**src/rtl/m_cp0_pkg.sv**
```systemverilog
// m_cp0_pkg: CP0 register numbers, exception codes and SR/Cause field positions
package m_cp0_pkg;
    localparam logic [4:0] REG_SR      = 5'd12;
    localparam logic [4:0] REG_CAUSE   = 5'd13;
    localparam logic [4:0] REG_EPC     = 5'd14;
    localparam logic [4:0] REG_PRID    = 5'd15;
    localparam logic [4:0] EXC_INT     = 5'd0;
    localparam logic [4:0] EXC_ADEL    = 5'd4;
    localparam logic [4:0] EXC_ADES    = 5'd5;
    localparam logic [4:0] EXC_SYSCALL = 5'd8;
    localparam logic [4:0] EXC_RI      = 5'd10;
    localparam logic [4:0] EXC_OV      = 5'd12;
    localparam int IM_LSB  = 10;
    localparam int EXL_BIT = 1;
    localparam int IE_BIT  = 0;
    localparam int BD_BIT  = 31;
    localparam int EXC_LSB = 2;
endpackage

```
**src/rtl/m_cp0_req.sv**
```systemverilog
// m_cp0_req: combinational interrupt/exception request and next ExcCode select
//   hwint, im     : interrupt pins and SR.IM mask
//   ie, exl       : SR.IE, SR.EXL
//   exc_code_in   : exception code of the M-stage instruction
//   req           : take interrupt/exception this cycle
//   exc_code_next : code latched into Cause (interrupt wins over exception)
module m_cp0_req
    import m_cp0_pkg::*;
#(
    parameter int HWINT_W = 6
) (
    input  logic [HWINT_W-1:0] hwint,
    input  logic [HWINT_W-1:0] im,
    input  logic               ie,
    input  logic               exl,
    input  logic [4:0]         exc_code_in,
    output logic               req,
    output logic [4:0]         exc_code_next
);
    logic int_req, exc_req;
    assign int_req       = |(hwint & im) & ie & ~exl;
    assign exc_req       = (exc_code_in != EXC_INT) & ~exl;
    assign req           = int_req | exc_req;
    assign exc_code_next = int_req ? EXC_INT : exc_code_in;
endmodule

```
**src/rtl/m_cp0.sv**
```systemverilog
// m_cp0: MIPS coprocessor 0 holding SR/Cause/EPC/PRId and raising the pipeline redirect request
//   clk, reset                    : clock, synchronous active-high reset
//   CP0_WE_en/addr/wdata          : mtc0 write port (suppressed when Req)
//   CP0_rdata                     : combinational mfc0 read of CP0_addr
//   VPC, BD_in, ExcCode_in        : M-stage PC, delay-slot flag, exception code
//   HWInt                         : level-sensitive interrupt pins
//   EXLclr                        : eret, clears SR.EXL (suppressed when Req)
//   Req, EPC_out                  : redirect request, current EPC
module m_cp0
    import m_cp0_pkg::*;
#(
    parameter logic [31:0] PRID_VALUE = 32'h2022_1120,
    parameter int          HWINT_W    = 6
) (
    input  logic               clk,
    input  logic               reset,
    input  logic               CP0_WE_en,
    input  logic [4:0]         CP0_addr,
    input  logic [31:0]        CP0_wdata,
    output logic [31:0]        CP0_rdata,
    input  logic [31:0]        VPC,
    input  logic               BD_in,
    input  logic [4:0]         ExcCode_in,
    input  logic [HWINT_W-1:0] HWInt,
    input  logic               EXLclr,
    output logic               Req,
    output logic [31:0]        EPC_out
);
    logic [HWINT_W-1:0] sr_im, cause_ip;
    logic               sr_exl, sr_ie, cause_bd;
    logic [4:0]         cause_exc, exc_code_next;
    logic [31:0]        epc, epc_next, sr_val, cause_val;

    m_cp0_req #(.HWINT_W(HWINT_W)) u_req (
        .hwint         (HWInt),
        .im            (sr_im),
        .ie            (sr_ie),
        .exl           (sr_exl),
        .exc_code_in   (ExcCode_in),
        .req           (Req),
        .exc_code_next (exc_code_next)
    );

    // a victim in a delay slot restarts at its branch
    assign epc_next = (VPC & ~32'd3) - (BD_in ? 32'd4 : 32'd0);
    assign EPC_out  = epc;

    always_ff @(posedge clk) begin
        if (reset) begin
            sr_im     <= '0;
            sr_exl    <= 1'b0;
            sr_ie     <= 1'b0;
            cause_bd  <= 1'b0;
            cause_ip  <= '0;
            cause_exc <= '0;
            epc       <= '0;
        end else begin
            cause_ip <= HWInt;
            if (Req) begin
                sr_exl    <= 1'b1;
                cause_exc <= exc_code_next;
                cause_bd  <= BD_in;
                epc       <= epc_next;
            end else begin
                if (CP0_WE_en && CP0_addr == REG_SR) begin
                    sr_im  <= CP0_wdata[IM_LSB +: HWINT_W];
                    sr_exl <= CP0_wdata[EXL_BIT];
                    sr_ie  <= CP0_wdata[IE_BIT];
                end
                if (CP0_WE_en && CP0_addr == REG_EPC)
                    epc <= CP0_wdata;
                // later assignment lets eret override an mtc0 to SR.EXL
                if (EXLclr)
                    sr_exl <= 1'b0;
            end
        end
    end

    always_comb begin
        sr_val                       = '0;
        sr_val[IM_LSB +: HWINT_W]    = sr_im;
        sr_val[EXL_BIT]              = sr_exl;
        sr_val[IE_BIT]               = sr_ie;
        cause_val                    = '0;
        cause_val[BD_BIT]            = cause_bd;
        cause_val[IM_LSB +: HWINT_W] = cause_ip;
        cause_val[EXC_LSB +: 5]      = cause_exc;
        CP0_rdata = CP0_addr == REG_SR    ? sr_val    :
                    CP0_addr == REG_CAUSE ? cause_val :
                    CP0_addr == REG_EPC   ? epc       :
                    CP0_addr == REG_PRID  ? PRID_VALUE : '0;
    end
endmodule

```
**config.mk**
```make
export PLATFORM = sky130hd
export DESIGN_NAME = m_cp0
export DESIGN_NICKNAME = d
export VERILOG_FILES = /design/src/rtl/m_cp0_pkg.sv /design/src/rtl/m_cp0_req.sv /design/src/rtl/m_cp0.sv
export SDC_FILE = /design/constraint.sdc
export NUM_CORES = 1
export LEC_CHECK = 0
export CORE_ASPECT_RATIO = 1.5
export CORE_MARGIN = 1.5
export CORE_UTILIZATION = 34
export CTS_CLUSTER_DIAMETER = 150
export CTS_CLUSTER_SIZE = 12
export DETAILED_ROUTE_END_ITERATION = 6
export PLACE_DENSITY_LB_ADDON = 0.2
export SLEW_MARGIN = 20
export SYNTH_ARGS = -nofsm -noshare
export SYNTH_HDL_FRONTEND = slang
export SYNTH_HIERARCHICAL = 1
export SYNTH_SLANG_ARGS = --single-unit
```
**constraint.sdc**
```tcl
create_clock -name clk -period 4 [get_ports clk]
set_clock_uncertainty 0.1 [all_clocks]
set_input_delay 1.2 -clock clk [delete_from_list [all_inputs] [get_ports clk]]
set_output_delay 1.2 -clock clk [all_outputs]
set_load 0.01 [all_outputs]
```
Word level (Yosys, flattened, before mapping) --
Index checks and enable logic that the tools add are counted.
Storage, ports and cells: bits in registers 52, input bits 85
Operators by class: add/subtract/negate cells 1, equality and inequality tests 4, mux-type cells 11, bitwise logic cells 7, reduce and logical (&&, ||, !) cells 7
Operators by type and width (count):
- two-way mux 32 bit | 5
- subtractor 32 x 3 -> 32 bit | 1
- two-way mux 30 bit | 1
- equality test 5 x 4 -> 1 bit (second input constant) | 4
- bitwise AND 6 bit | 1
- OR reduction 6 bit | 1
- two-way mux 5 bit | 1
- nonzero test 5 bit | 1
- bitwise AND 1 bit | 3
- two-way mux 1 bit | 3
- two-way mux 3 bit | 1
- nonzero test 3 bit | 1
- logical AND 1 bit | 2
- NOT 1 bit | 2
- AND reduction 2 bit | 1
- nonzero test 2 bit | 1
- OR 1 bit | 1

Logic depth before layout (Yosys ltp) --
depth in word-level cells 7, gate-level depth with buffers 8

Modules after synthesis --
Netlist, hierarchy kept.
By module, submodules not included:
- m_cp0 | times used 1, cells each 393, area an instance 3198.1 um^2, seq. area each 1041.0 um^2
- m_cp0_req | times used 1, cells each 13, area an instance 102.6 um^2, seq. area each 0.0 um^2

Worst setup path before layout --
OpenSTA, ideal clock, no wires.
kind input-to-output, from input port CP0_addr[4], to output port CP0_rdata[11], arrival 2.466 ns, required time 2.700 ns, setup slack 0.234 ns, stages on the path 6, path buffers 3, path through and4b_1 -> clkbuf_1 -> clkbuf_1 -> clkbuf_1 -> a221oi_1 -> a21oi_1
Between the ends: longest elaborated chain between the ends 4
RTL lines:
- start: declaration | line m_cp0.sv:18 | input logic [4:0] CP0_addr,
- equality test 5 x 4 -> 1 bit | line m_cp0.sv:90 | CP0_addr == REG_EPC ? epc :
- two-way mux 32 bit | line m_cp0.sv:90
- two-way mux 32 bit | line m_cp0.sv:89 | CP0_addr == REG_CAUSE ? cause_val :
- two-way mux 32 bit * | line m_cp0.sv:88 | CP0_rdata = CP0_addr == REG_SR ? sr_val :
- end: declaration | line m_cp0.sv:20 | output logic [31:0] CP0_rdata,
Every way passes the cells marked *; elsewhere a longest branch is shown, timed or not.

Final worst setup path --
from input port CP0_addr[0], to output port CP0_rdata[12]
Between the ends: longest elaborated chain between the ends 5
RTL lines:
- equality test 5 x 4 -> 1 bit | line m_cp0.sv:91 | CP0_addr == REG_PRID ? PRID_VALUE : '0;
- two-way mux 30 bit | line m_cp0.sv:91
- two-way mux 32 bit | line m_cp0.sv:90
- two-way mux 32 bit | line m_cp0.sv:89
- two-way mux 32 bit * | line m_cp0.sv:88
Marks and branches as above.

==> impl_metrics.py <==
metrics = {
    "outcome": {
        "status": "finished, final reports clean",
    },
    "global_route": {
        "grt_pass1_wl_um": 19200,
        "antenna_found_initial": 0,
        "track_usage_pct": 23.5,
        "grt_pass1_vias": 3724,
        "grt_max_degree": 78,
        "overflow": 0,
    },
    "critical_path": {
        "slowest_stage": "clkdlybuf4s50_1",
        "r2r_start": "sr_im[5]",
        "start_kind": "primary input",
        "cp_data_arrival_time_ns": 2.66,
        "path_buf_inv": 3,
        "crit_start": "CP0_addr[0]",
        "crit_path_max_fanout": 11,
        "critPathKind": "primary input to output port",
        "slowest_delay_ns": 0.56,
        "cp-end-kind": "output port",
        "worstPathRequired_ns": 2.70,
        "path_cells": "clkdlybuf4s15_1 -> buf_6 -> o21ai_0 -> o21a_1 -> nor3_1 -> clkdlybuf4s50_1",
        "critical-path-top-delay-family": "buffers and inverters",
    },
    "sta": {
        "slew_violations": 0,
        "worst_pin_slew_ns": 0.803,
        "max_slew_margin_pct": 46.5,
        "finalCriticalPeriod_ns": 3.96,
        "final_hold_viol_count": 0,
        "max_freq_mhz": 252,
        "finalSetupViolations": 0,
        "period_share_pct": 99.1,
        "fin_setup_tns_ns": 0,
    },
    "power_and_ir_drop": {
        "leakage_nw": 2.18,
        "ir_drop_uv": 180,
        "p_per_area_nw_per_um2": 271,
        "p_total_mw": 1.44,
    },
    "clock_tree": {
        "clockBufferDepth": 2,
        "cts_hold_buffers": 0,
        "clock_sinks": 52,
        "insertion_delay_ns": 0.29,
        "cts_root_buffer": "clkbuf_16",
        "cts_buffers": 5,
        "clk_pin_slew_ns": 0.06,
        "cts_tree": "yes",
        "cts_max_level": 2,
    },
    "synth": {
        "ys_seq_area_share_pct": 31.5,
        "yosysWarningCount": 6,
        "syn_area_sq_um": 3300,
        "avgSynthCellArea_sq_um": 8.13,
        "ys_seq_elements": 52,
        "syn_nets": 493,
        "synth-async-reset-ratio_pct": 0,
        "synth_cell_types": 47,
        "synth_edf_count": 0,
        "ys.flop_type": "dfxtp_1",
        "synth_cells": 406,
    },
    "layout": {
        "drive_gt1_share_pct": 12.6,
        "n_antenna_cell": 0,
        "nNetsFinal": 658,
        "fill_cells": 867,
        "area_delta_synth_final_pct": 61.1,
        "finalCoreUtilization_pct": 56.8,
    },
    "worst_hold_path": {
        "min_from": "EPC_out[1]",
        "hold_class": "flop to flop",
    },
    "route": {
        "via_count": 3844,
        "drt-initial-drc-count": 230,
        "avgRoutedWirePerCell_um": 18.0,
        "postRouteAntennaNets": 0,
        "via_per_inst": 5.62,
        "first_pass_iters": 5,
        "drc": 0,
        "finalWirelength_um": 12300,
    },
    "die": {
        "core_sq_um": 9360,
        "die_h_um": 124,
        "die-area_sq_um": 10300,
        "start_util_pct": 35.3,
        "rows": 43,
        "io_pins": 150,
        "die_w_um": 83.5,
    },
    "placed_design": {
        "hpwl_um": 9010,
        "place.gp.congestion": 0.869,
        "io_buffers": 147,
    },
    "job": {
        "max_cap_violations": 0,
    },
}
==> report_power, final <==
| part | internal [mW] | switching (mW) |
|---|---|---|
| clock | 0.247 | 0.197 |
| sequential | 0.562 | 0.0376 |
| combinational | 0.218 | 0.178 |
==> cell usage after synthesis, drive strengths merged (2+ instances only) <==
cell type  number  area [sq um]
nand2b          4          25.0
nand3           5          25.0
or3             9          56.3
a22o            5          43.8
inv             9          33.8
xnor2           4          35.0
a311oi         11           114
clkbuf         28           105
a211o           5          43.8
buf             4          17.5
a21oi           9          45.0
and3           23           144
or4            17           135
xor2            4          35.0
or4b            2          20.0
nor4           18           119
mux2i          17           170
o21ai           6          30.0
nand4           3          18.8
nand2          20          75.1
a22oi           5          37.5
and2           15          93.8
or2             5          31.3
a31oi           2          12.5
o31ai           8          60.1
o221ai          2          17.5
nor3            8          40.0
nor2           38           143
o311a           5          50.1
nand3b          2          15.0
nor2b          14          87.6
ha              2          25.0
dfxtp          52          1040
a221oi          5          43.8
a211oi         33           248
==> per-stage QoR <==
stage / area (sq um) / setup WS [ns] / hold WS [ns] / cells
2_1_floorplan: 3300 / 0.234 / 0.361 / 406
3_3_place_gp: 5080 / -0.367 / 0.370 / 669
3_5_place_dp: 5080 / -0.387 / 0.395 / 669
4_1_cts: 5270 / 0.00177 / 0.406 / 682
5_1_grt: 5320 / -0.0507 / 0.434 / 684
6_report: 5320 / 0.0361 / 0.402 / 684
==> sequential cells by signal, summed over array words and instances (netlist names) <==
| name | flops |
|---|---|
| EPC_out | 32 |
| cause_ip | 6 |
| sr_im | 6 |
| cause_exc | 5 |
| cause_bd | 1 |
| sr_exl | 1 |
| sr_ie | 1 |
==> worst min-delay path, stage by stage, from the launching register on <==
cell     delay [ns]
dfxtp_1        0.33
nand2_1        0.06
a21oi_1        0.06
==> worst paths after layout <==
kind | slack [ns] | depth (start not counted) | to
max | 0.04 | 6 | CP0_rdata[12]
min | 0.40 | 2 | EPC_out[1]
max reg2reg | 1.30 | 8 | EPC_out[31]
min reg2reg | 0.40 | 2 | EPC_out[1]
==> layer usage <==
layer / track usage [%] / up-vias / routed length, um
met1: 27.3 / 1811 / 4960
li1: - / 1885 / -
met3: 2.98 / 13 / 624
met2: 44.7 / 135 / 6510
met5: 0 / - / 0
met4: 8.09 / 0 / 240
==> cell families (layout without fill, tap and decap cells) <==
family / after synthesis / in the layout / synth area share (%)
xor gates and xnor gates: 8 / 8 / 2.12
muxes: 17 / 17 / 5.16
and+or+nand+nor: 186 / 186 / 32.1
buffers and inverters: 41 / 207 / 4.74
AOI/OAI and AO/OA: 100 / 100 / 23.6
DFF: 52 / 52 / 31.5
adders and majority gates: 2 / 2 / 0.758
==> placed cells by master, fill, tap and decap left out, types with 17 or more instances in the layout <==
master / netlist / layout
a211oi_1: 33 / 33
and3_1: 23 / 23
buf_4: 0 / 37
clkdlybuf4s50_1: 0 / 111
dfxtp_1: 52 / 52
dlygate4sd2_1: 0 / 25
mux2i_1: 17 / 17
nand2_1: 20 / 19
nor2_1: 38 / 37
nor4_1: 17 / 17
==> cell type report <==
class	count	area, sq um	area share (%)
multi-input cells	313	2150	40.5
repair buffers	190	1800	33.9
flip-flops and latches	52	1040	19.6
well taps	112	140	2.64
clock buffers	6	139	2.61
inverters	9	33.8	0.635
clock inverters	2	10.0	0.188
==> what timing repair did <==
| item | CTS | global route |
|---|---|---|
| gates resized for setup | 44 | 16 |
| setup buffers | 4 | 2 |
| pin swaps | 3 | 1 |
| gates cloned | 1 | 0 |
| endpoints found under the hold margin | 0 | 0 |
| setup endpoints to repair | 33 | 13 |
Power figures use the tool's default switching activity.
